### src/rtl/pic_init_controller_pkg.sv
// Shared types and bit positions for the 8259-style PIC init/command
// register sequencer.
package pic_pkg;

  typedef enum logic [2:0] {
    UNINIT,
    WAIT_ICW2,
    WAIT_ICW3,
    WAIT_ICW4,
    READY
  } pic_state_e;

  // ICW1 fields (written with A0=0, D4=1)
  localparam int IC4      = 0;
  localparam int SNGL     = 1;
  localparam int ADI      = 2;
  localparam int LTIM     = 3;
  localparam int ICW1_SEL = 4;

  // ICW2 carries the vector base in T7..T3
  localparam int ICW2_VEC_LSB = 3;
  localparam int ICW2_VEC_MSB = 7;

  // ICW4 fields
  localparam int ICW4_UPM  = 0;
  localparam int ICW4_AEOI = 1;
  localparam int ICW4_MS   = 2;
  localparam int ICW4_BUF  = 3;
  localparam int ICW4_SFNM = 4;

  // OCW2 fields: R/SL/EOI command and L2..L0 level
  localparam int OCW2_LVL_LSB = 0;
  localparam int OCW2_LVL_MSB = 2;
  localparam int OCW2_CMD_LSB = 5;
  localparam int OCW2_CMD_MSB = 7;

  // OCW3 fields
  localparam int RIS      = 0;
  localparam int RR       = 1;
  localparam int P        = 2;
  localparam int OCW3_SEL = 3;
  localparam int SMM      = 5;
  localparam int ESMM     = 6;

endpackage

### src/rtl/pic_init_controller_if.sv
// CPU write port of the PIC: one-cycle strobe, address bit A0 and data byte.
interface pic_init_controller_if;
  logic       wr_strobe;
  logic       a0;
  logic [7:0] din;

  modport master (output wr_strobe, output a0, output din);
  modport slave  (input  wr_strobe, input  a0, input  din);
endinterface

### src/rtl/pic_ocw_decode.sv
// Combinational classifier for a CPU write. ICW1 is recognised anywhere;
// the OCW classes only carry meaning once initialisation is complete, and
// an A0=1 write is also how the ICW2..ICW4 bytes arrive.
module pic_ocw_decode
  import pic_pkg::*;
(
  input  logic       a0,
  input  logic       icw1_bit,
  input  logic       ocw3_bit,
  output logic       is_icw1,
  output logic       is_ocw1,
  output logic       is_ocw2,
  output logic       is_ocw3
);

  // D4 splits ICW1 from the OCWs on the A0=0 port; D3 then splits OCW2/OCW3.
  always_comb begin
    is_icw1 = ~a0 & icw1_bit;
    is_ocw1 = a0;
    is_ocw2 = ~a0 & ~icw1_bit & ~ocw3_bit;
    is_ocw3 = ~a0 & ~icw1_bit & ocw3_bit;
  end

endmodule

### src/rtl/pic_init_controller.sv
// Register-write sequencer for an 8259-style PIC: walks ICW1..ICW4, then
// decodes OCW1..OCW3 and holds the configuration used by the rest of the PIC.
module pic_init_controller
  import pic_pkg::*;
#(
  parameter int         NUM_IR    = 8,
  parameter logic [4:0] RESET_VEC = 5'b00000
) (
  input  logic                  clk,
  input  logic                  reset,
  pic_init_controller_if.slave  bus,
  output logic                  init_done,
  output logic                  ltim,
  output logic                  adi,
  output logic                  sngl,
  output logic                  ic4,
  output logic [4:0]            vector_base,
  output logic [7:0]            icw3,
  output logic                  aeoi,
  output logic                  ms,
  output logic                  buf_mode,
  output logic                  sfnm,
  output logic                  upm,
  output logic [NUM_IR-1:0]     imr,
  output logic                  ocw2_valid,
  output logic [2:0]            ocw2_cmd,
  output logic [2:0]            ocw2_level,
  output logic                  read_isr,
  output logic                  special_mask,
  output logic                  poll_req
);

  pic_state_e state_q, state_d;

  logic              init_done_q, init_done_d;
  logic              ltim_q, ltim_d, adi_q, adi_d, sngl_q, sngl_d, ic4_q, ic4_d;
  logic [4:0]        vector_base_q, vector_base_d;
  logic [7:0]        icw3_q, icw3_d;
  logic              aeoi_q, aeoi_d, ms_q, ms_d, buf_mode_q, buf_mode_d;
  logic              sfnm_q, sfnm_d, upm_q, upm_d;
  logic [NUM_IR-1:0] imr_q, imr_d;
  logic              ocw2_valid_q, ocw2_valid_d;
  logic [2:0]        ocw2_cmd_q, ocw2_cmd_d, ocw2_level_q, ocw2_level_d;
  logic              read_isr_q, read_isr_d, special_mask_q, special_mask_d;
  logic              poll_req_q, poll_req_d;

  logic is_icw1, is_ocw1, is_ocw2, is_ocw3;

  pic_ocw_decode u_decode (
    .a0       (bus.a0),
    .icw1_bit (bus.din[ICW1_SEL]),
    .ocw3_bit (bus.din[OCW3_SEL]),
    .is_icw1  (is_icw1),
    .is_ocw1  (is_ocw1),
    .is_ocw2  (is_ocw2),
    .is_ocw3  (is_ocw3)
  );

  // Next-state and register updates; ICW1 restarts the sequence from any state.
  always_comb begin
    state_d        = state_q;
    ltim_d         = ltim_q;
    adi_d          = adi_q;
    sngl_d         = sngl_q;
    ic4_d          = ic4_q;
    vector_base_d  = vector_base_q;
    icw3_d         = icw3_q;
    aeoi_d         = aeoi_q;
    ms_d           = ms_q;
    buf_mode_d     = buf_mode_q;
    sfnm_d         = sfnm_q;
    upm_d          = upm_q;
    imr_d          = imr_q;
    ocw2_valid_d   = 1'b0;
    ocw2_cmd_d     = ocw2_cmd_q;
    ocw2_level_d   = ocw2_level_q;
    read_isr_d     = read_isr_q;
    special_mask_d = special_mask_q;
    poll_req_d     = 1'b0;

    if (bus.wr_strobe && is_icw1) begin
      ltim_d         = bus.din[LTIM];
      adi_d          = bus.din[ADI];
      sngl_d         = bus.din[SNGL];
      ic4_d          = bus.din[IC4];
      vector_base_d  = RESET_VEC;
      icw3_d         = 8'h00;
      aeoi_d         = 1'b0;
      ms_d           = 1'b0;
      buf_mode_d     = 1'b0;
      sfnm_d         = 1'b0;
      upm_d          = 1'b0;
      imr_d          = '0;
      read_isr_d     = 1'b0;
      special_mask_d = 1'b0;
      state_d        = WAIT_ICW2;
    end else if (bus.wr_strobe) begin
      case (state_q)
        UNINIT: begin
        end
        WAIT_ICW2: begin
          if (is_ocw1) begin
            vector_base_d = bus.din[ICW2_VEC_MSB:ICW2_VEC_LSB];
            if (!sngl_q)     state_d = WAIT_ICW3;
            else if (ic4_q)  state_d = WAIT_ICW4;
            else             state_d = READY;
          end
        end
        WAIT_ICW3: begin
          if (is_ocw1) begin
            icw3_d  = bus.din;
            state_d = ic4_q ? WAIT_ICW4 : READY;
          end
        end
        WAIT_ICW4: begin
          if (is_ocw1) begin
            upm_d      = bus.din[ICW4_UPM];
            aeoi_d     = bus.din[ICW4_AEOI];
            ms_d       = bus.din[ICW4_MS];
            buf_mode_d = bus.din[ICW4_BUF];
            sfnm_d     = bus.din[ICW4_SFNM];
            state_d    = READY;
          end
        end
        READY: begin
          if (is_ocw1) begin
            imr_d = bus.din[NUM_IR-1:0];
          end else if (is_ocw2) begin
            ocw2_valid_d = 1'b1;
            ocw2_cmd_d   = bus.din[OCW2_CMD_MSB:OCW2_CMD_LSB];
            ocw2_level_d = bus.din[OCW2_LVL_MSB:OCW2_LVL_LSB];
          end else if (is_ocw3) begin
            if (bus.din[RR])   read_isr_d     = bus.din[RIS];
            if (bus.din[ESMM]) special_mask_d = bus.din[SMM];
            poll_req_d = bus.din[P];
          end
        end
        default: state_d = UNINIT;
      endcase
    end

    init_done_d = (state_d == READY);
  end

  // State and configuration registers with asynchronous reset.
  always_ff @(posedge clk or posedge reset) begin
    if (reset) begin
      state_q        <= UNINIT;
      init_done_q    <= 1'b0;
      ltim_q         <= 1'b0;
      adi_q          <= 1'b0;
      sngl_q         <= 1'b0;
      ic4_q          <= 1'b0;
      vector_base_q  <= RESET_VEC;
      icw3_q         <= 8'h00;
      aeoi_q         <= 1'b0;
      ms_q           <= 1'b0;
      buf_mode_q     <= 1'b0;
      sfnm_q         <= 1'b0;
      upm_q          <= 1'b0;
      imr_q          <= '0;
      ocw2_valid_q   <= 1'b0;
      ocw2_cmd_q     <= 3'b000;
      ocw2_level_q   <= 3'b000;
      read_isr_q     <= 1'b0;
      special_mask_q <= 1'b0;
      poll_req_q     <= 1'b0;
    end else begin
      state_q        <= state_d;
      init_done_q    <= init_done_d;
      ltim_q         <= ltim_d;
      adi_q          <= adi_d;
      sngl_q         <= sngl_d;
      ic4_q          <= ic4_d;
      vector_base_q  <= vector_base_d;
      icw3_q         <= icw3_d;
      aeoi_q         <= aeoi_d;
      ms_q           <= ms_d;
      buf_mode_q     <= buf_mode_d;
      sfnm_q         <= sfnm_d;
      upm_q          <= upm_d;
      imr_q          <= imr_d;
      ocw2_valid_q   <= ocw2_valid_d;
      ocw2_cmd_q     <= ocw2_cmd_d;
      ocw2_level_q   <= ocw2_level_d;
      read_isr_q     <= read_isr_d;
      special_mask_q <= special_mask_d;
      poll_req_q     <= poll_req_d;
    end
  end

  assign init_done    = init_done_q;
  assign ltim         = ltim_q;
  assign adi          = adi_q;
  assign sngl         = sngl_q;
  assign ic4          = ic4_q;
  assign vector_base  = vector_base_q;
  assign icw3         = icw3_q;
  assign aeoi         = aeoi_q;
  assign ms           = ms_q;
  assign buf_mode     = buf_mode_q;
  assign sfnm         = sfnm_q;
  assign upm          = upm_q;
  assign imr          = imr_q;
  assign ocw2_valid   = ocw2_valid_q;
  assign ocw2_cmd     = ocw2_cmd_q;
  assign ocw2_level   = ocw2_level_q;
  assign read_isr     = read_isr_q;
  assign special_mask = special_mask_q;
  assign poll_req     = poll_req_q;

endmodule

### src/flat_wrapper.sv
// flat-port wrapper written by rule: the top's interface ports become plain ports
module pic_init_controller_flat import pic_pkg::*;
#(
  parameter int         NUM_IR    = 8,
  parameter logic [4:0] RESET_VEC = 5'b00000
)
  (clk, reset, init_done, ltim, adi, sngl, ic4, vector_base, icw3, aeoi, ms, buf_mode, sfnm, upm, imr, ocw2_valid, ocw2_cmd, ocw2_level, read_isr, special_mask, poll_req, bus_wr_strobe, bus_a0, bus_din);
  pic_init_controller_if bus_i ();
  input  logic clk;
  input  logic reset;
  output logic init_done;
  output logic ltim;
  output logic adi;
  output logic sngl;
  output logic ic4;
  output logic [4:0] vector_base;
  output logic [7:0] icw3;
  output logic aeoi;
  output logic ms;
  output logic buf_mode;
  output logic sfnm;
  output logic upm;
  output logic [NUM_IR-1:0] imr;
  output logic ocw2_valid;
  output logic [2:0] ocw2_cmd;
  output logic [2:0] ocw2_level;
  output logic read_isr;
  output logic special_mask;
  output logic poll_req;
  input wire logic [$bits(bus_i.wr_strobe)-1:0] bus_wr_strobe;
  input wire logic [$bits(bus_i.a0)-1:0] bus_a0;
  input wire logic [$bits(bus_i.din)-1:0] bus_din;
  assign bus_i.wr_strobe = bus_wr_strobe;
  assign bus_i.a0 = bus_a0;
  assign bus_i.din = bus_din;
  pic_init_controller #(.NUM_IR(NUM_IR), .RESET_VEC(RESET_VEC)) u_core (.clk(clk), .reset(reset), .bus(bus_i), .init_done(init_done), .ltim(ltim), .adi(adi), .sngl(sngl), .ic4(ic4), .vector_base(vector_base), .icw3(icw3), .aeoi(aeoi), .ms(ms), .buf_mode(buf_mode), .sfnm(sfnm), .upm(upm), .imr(imr), .ocw2_valid(ocw2_valid), .ocw2_cmd(ocw2_cmd), .ocw2_level(ocw2_level), .read_isr(read_isr), .special_mask(special_mask), .poll_req(poll_req));
endmodule
### config.mk
export PLATFORM = sky130hd
export DESIGN_NAME = pic_init_controller_flat
export DESIGN_NICKNAME = d
export VERILOG_FILES = /design/src/rtl/pic_init_controller_pkg.sv /design/src/rtl/pic_init_controller_if.sv /design/src/rtl/pic_ocw_decode.sv /design/src/rtl/pic_init_controller.sv /design/src/flat_wrapper.sv
export SDC_FILE = /design/constraint.sdc
export NUM_CORES = 1
export LEC_CHECK = 0
export ABC_AREA = 1
export BUFFER_PORTS_ARGS = -buffer_cell sky130_fd_sc_hd__clkbuf_2
export CAP_MARGIN = 5
export CORE_MARGIN = 4
export CORE_UTILIZATION = 38
export CTS_CLUSTER_DIAMETER = 50
export DETAILED_ROUTE_END_ITERATION = 10
export PLACE_DENSITY_LB_ADDON = 0.08
export SLEW_MARGIN = 20
export SYNTH_ARGS = -nofsm -noshare
export SYNTH_HDL_FRONTEND = slang
export SYNTH_SLANG_ARGS = --single-unit
### constraint.sdc
create_clock -name clk -period 1.6 [get_ports clk]
set_input_delay 0.24 -clock clk [delete_from_list [all_inputs] [get_ports clk]]
set_output_delay 0.24 -clock clk [all_outputs]
set_load 0.02 [all_outputs]
==> flow_metrics.env <==
export IMPL_min_path_type="input port to flop"
export IMPL_layout_drive_gt1_share_pct=27.0
export IMPL_row_count=25
export IMPL_r2r_start="u_core.state_q[0]"
export IMPL_fin_nets=286
export IMPL_grt_overflow_total=0
export IMPL_synth_seq_cells=44
export IMPL_period_share_pct=89.0
export IMPL_avgSynthCellArea_um2=8.79
export IMPL_crit_type="flop to flop"
export IMPL_synthArstFlopShare_pct=100
export IMPL_tns_ps=0
export IMPL_routed_via_density=4.55
export IMPL_yosys_top_cells_area="dfrtp_1 (57%), nand2_1 (10%), o21ai_0 (7.8%)"
export IMPL_gp_congestion=0.804
export IMPL_clock_root_buffer="clkbuf_8"
export IMPL_synthCells=218
export IMPL_start_util_pct=39.8
export IMPL_synthTopCellsByCount="nand2_1 (51), dfrtp_1 (44), o21ai_0 (30)"
export IMPL_grt_pass1_wl_um=7320
export IMPL_die_y_um=79.0
export IMPL_diodes=0
export IMPL_drtPass1Iterations=4
export IMPL_fmax_ghz=0.702
export IMPL_clk_latency_ps=290
export IMPL_port_buffers=52
export IMPL_rsz0062_at_grt="false"
export IMPL_clock_sinks=44
export IMPL_synth_warnings=0
export IMPL_critPathRequiredTime_ps=1750
export IMPL_routed_wirelength_um=4390
export IMPL_drt_iter0_markers=63
export IMPL_p_clk_share_pct=21.9
export IMPL_core_um2=4820
export IMPL_min_period_ps=1420
export IMPL_crit_fanout=10
export IMPL_drc=0
export IMPL_cts_tree="yes"
export IMPL_p_seq_share_pct=49.2
export IMPL_finalWorstSetupSlack_ps=175
export IMPL_grt_total_usage_pct=15.1
export IMPL_cp_slowest_cell="dfrtp_1"
export IMPL_internal_power_mw=1.90
export IMPL_p_sw_mw=1.07
export IMPL_power_frac_comb_pct=28.9
export IMPL_pin_count=53
export IMPL_outcome="completed"
export IMPL_netlist_area_um2=1920
export IMPL_area_delta_synth_final_pct=21.8
export IMPL_switching_share_pct=36.0
export IMPL_timing_final_hold_violations=0
export IMPL_cts_setup_buffers=0
export IMPL_synthFlopType="dfrtp_1"
export IMPL_ir_drop_mv=0.745
export IMPL_rrSetupSlack_ps=180
export IMPL_maxSlewViolCount=0
export IMPL_htreeDepth=2
export IMPL_synth_largest_area_cell="dfrtp_1"
export IMPL_ys_types=21
export IMPL_cts_buffers=5
export IMPL_via_count=1553
export IMPL_arrival_ps=1570
export IMPL_synth_edf_count=0
export IMPL_final_util_pct=48.5
export IMPL_clk_pin_slew_worst_paths_ps=80
export IMPL_die_area_um2=6240
export IMPL_hp_start="bus_din[5]"
export IMPL_crit_chain="nand2_1, nor2_1, o21ai_1, o21ai_0"
export IMPL_leakage_nw=1.25
export IMPL_clockBufferDepth=2
export IMPL_end_kind="flop"
export IMPL_max_cap_violations=0
export IMPL_max_slew_worst_pin_slew_ps=567
export IMPL_antenna_found_initial=0
export IMPL_place_hpwl_um=3250
export IMPL_syn_nets=230
export IMPL_yosysSeqAreaShare_pct=57.4
export IMPL_skew_ps=2.51
export IMPL_stdcell_area_um2=2330
export IMPL_grt_pass1_vias=1477
export IMPL_ant_nets=0
export IMPL_grt_max_degree=45
export IMPL_wl_per_cell_um=12.9
export IMPL_slowest_delay_ps=480
export IMPL_finalSetupViolations=0
export IMPL_slew_headroom_pct=62.0
export IMPL_startpoint="u_core.state_q[0]"
export IMPL_die_x_um=79.0
export IMPL_synth_most_common_cell="nand2_1"
export IMPL_power_density_nw_per_um2=1270
export IMPL_yosys_area_top_type_share_pct=57.4
export IMPL_place_ws_ps=131
export IMPL_postPlaceCellArea_um2=2240
export IMPL_worst_setup_path_start_kind="flop"
## cells by family after synthesis
| logic type | after synthesis | share of synthesized area (%) |
|---|---|---|
| compound gates | 50 | 14.6 |
| buf+inv | 34 | 8.16 |
| simple gates | 90 | 19.8 |
| flops | 44 | 57.4 |
## routing by layer
layer	wire, um	GRT usage [%]	up-vias
met5	0	0	-
met4	29	4.12	0
met3	204	4.54	4
met2	2100	23.1	35
met1	2060	21.0	716
li1	-	-	798
## critical path: cells and delay by family, from the launching register on
kind / cells / cell delay, ps
and+or+nand+nor: 2 / 150
AOI/OAI and AO/OA: 2 / 650
DFF: 1 / 480
## power by group through the flow
stage | Combinational, mW | Clock, mW | Sequential, mW
after global routing | 0.947 | 0.724 | 1.49
after detailed placement | 0.864 | 0 | 1.48
after global placement | 0.856 | 0 | 1.48
after floorplan | 0.336 | 0 | 1.70
after CTS | 0.867 | 0.669 | 1.46
final | 0.856 | 0.650 | 1.46
## layout by cell type, fill, tap and decap left out, types with 2 or more instances in the layout
| master | n |
|---|---|
| nand3_1 | 6 |
| clkbuf_8 | 5 |
| dfrtp_1 | 44 |
| nor2_4 | 3 |
| a21oi_1 | 12 |
| nand2_2 | 2 |
| o21ai_0 | 30 |
| inv_2 | 3 |
| a21oi_2 | 2 |
| nor2_1 | 26 |
| clkbuf_2 | 52 |
| nand2_1 | 50 |
| inv_1 | 24 |
| o21ai_1 | 2 |
## through the flow
| step | hold WS (ps) | std cells | power, mW |
|---|---|---|---|
| 2_1_floorplan | 369 | 218 | 2.04 |
| 3_3_place_gp | 277 | 333 | 2.34 |
| 3_5_place_dp | 280 | 333 | 2.35 |
| 4_1_cts | 214 | 341 | 3.00 |
| 5_1_grt | 222 | 341 | 3.16 |
| 6_report | 211 | 341 | 2.97 |
## repair_timing
item                                    in CTS  in global routing
hold buffers                                 1                  0
resized for setup                            0                  2
endpoints found under the hold margin       44                  0
endpoints found under the setup margin       0                 10
## cell type report
class                   instances  area, um^2
clock buffers                   6        72.6
clock inverters                 1        5.00
fillers                       531        2480
inverters                      28         105
multi-input cells             140         669
flip-flops and latches         44        1100
well taps                      67        83.8
repair buffers                 55         298
## final timing paths
path                       cells after the start                  to
max                                            4         u_core.aeoi
min                                            3  u_core.ocw2_cmd[0]
max reg2reg                                    4         u_core.aeoi
min reg2reg                                    2          u_core.adi
max in group asynchronous                      4    u_core.init_done
min in group asynchronous                      4   u_core.ocw2_valid
## registers in the layout (all words and copies together) (netlist names), 3 cells and up
signal / cells
u_core.ocw2_cmd: 3
u_core.icw3: 8
u_core.ocw2_level: 3
u_core.state_q: 3
u_core.vector_base: 5
u_core.imr: 8
(Power assumes the default switching activity.)
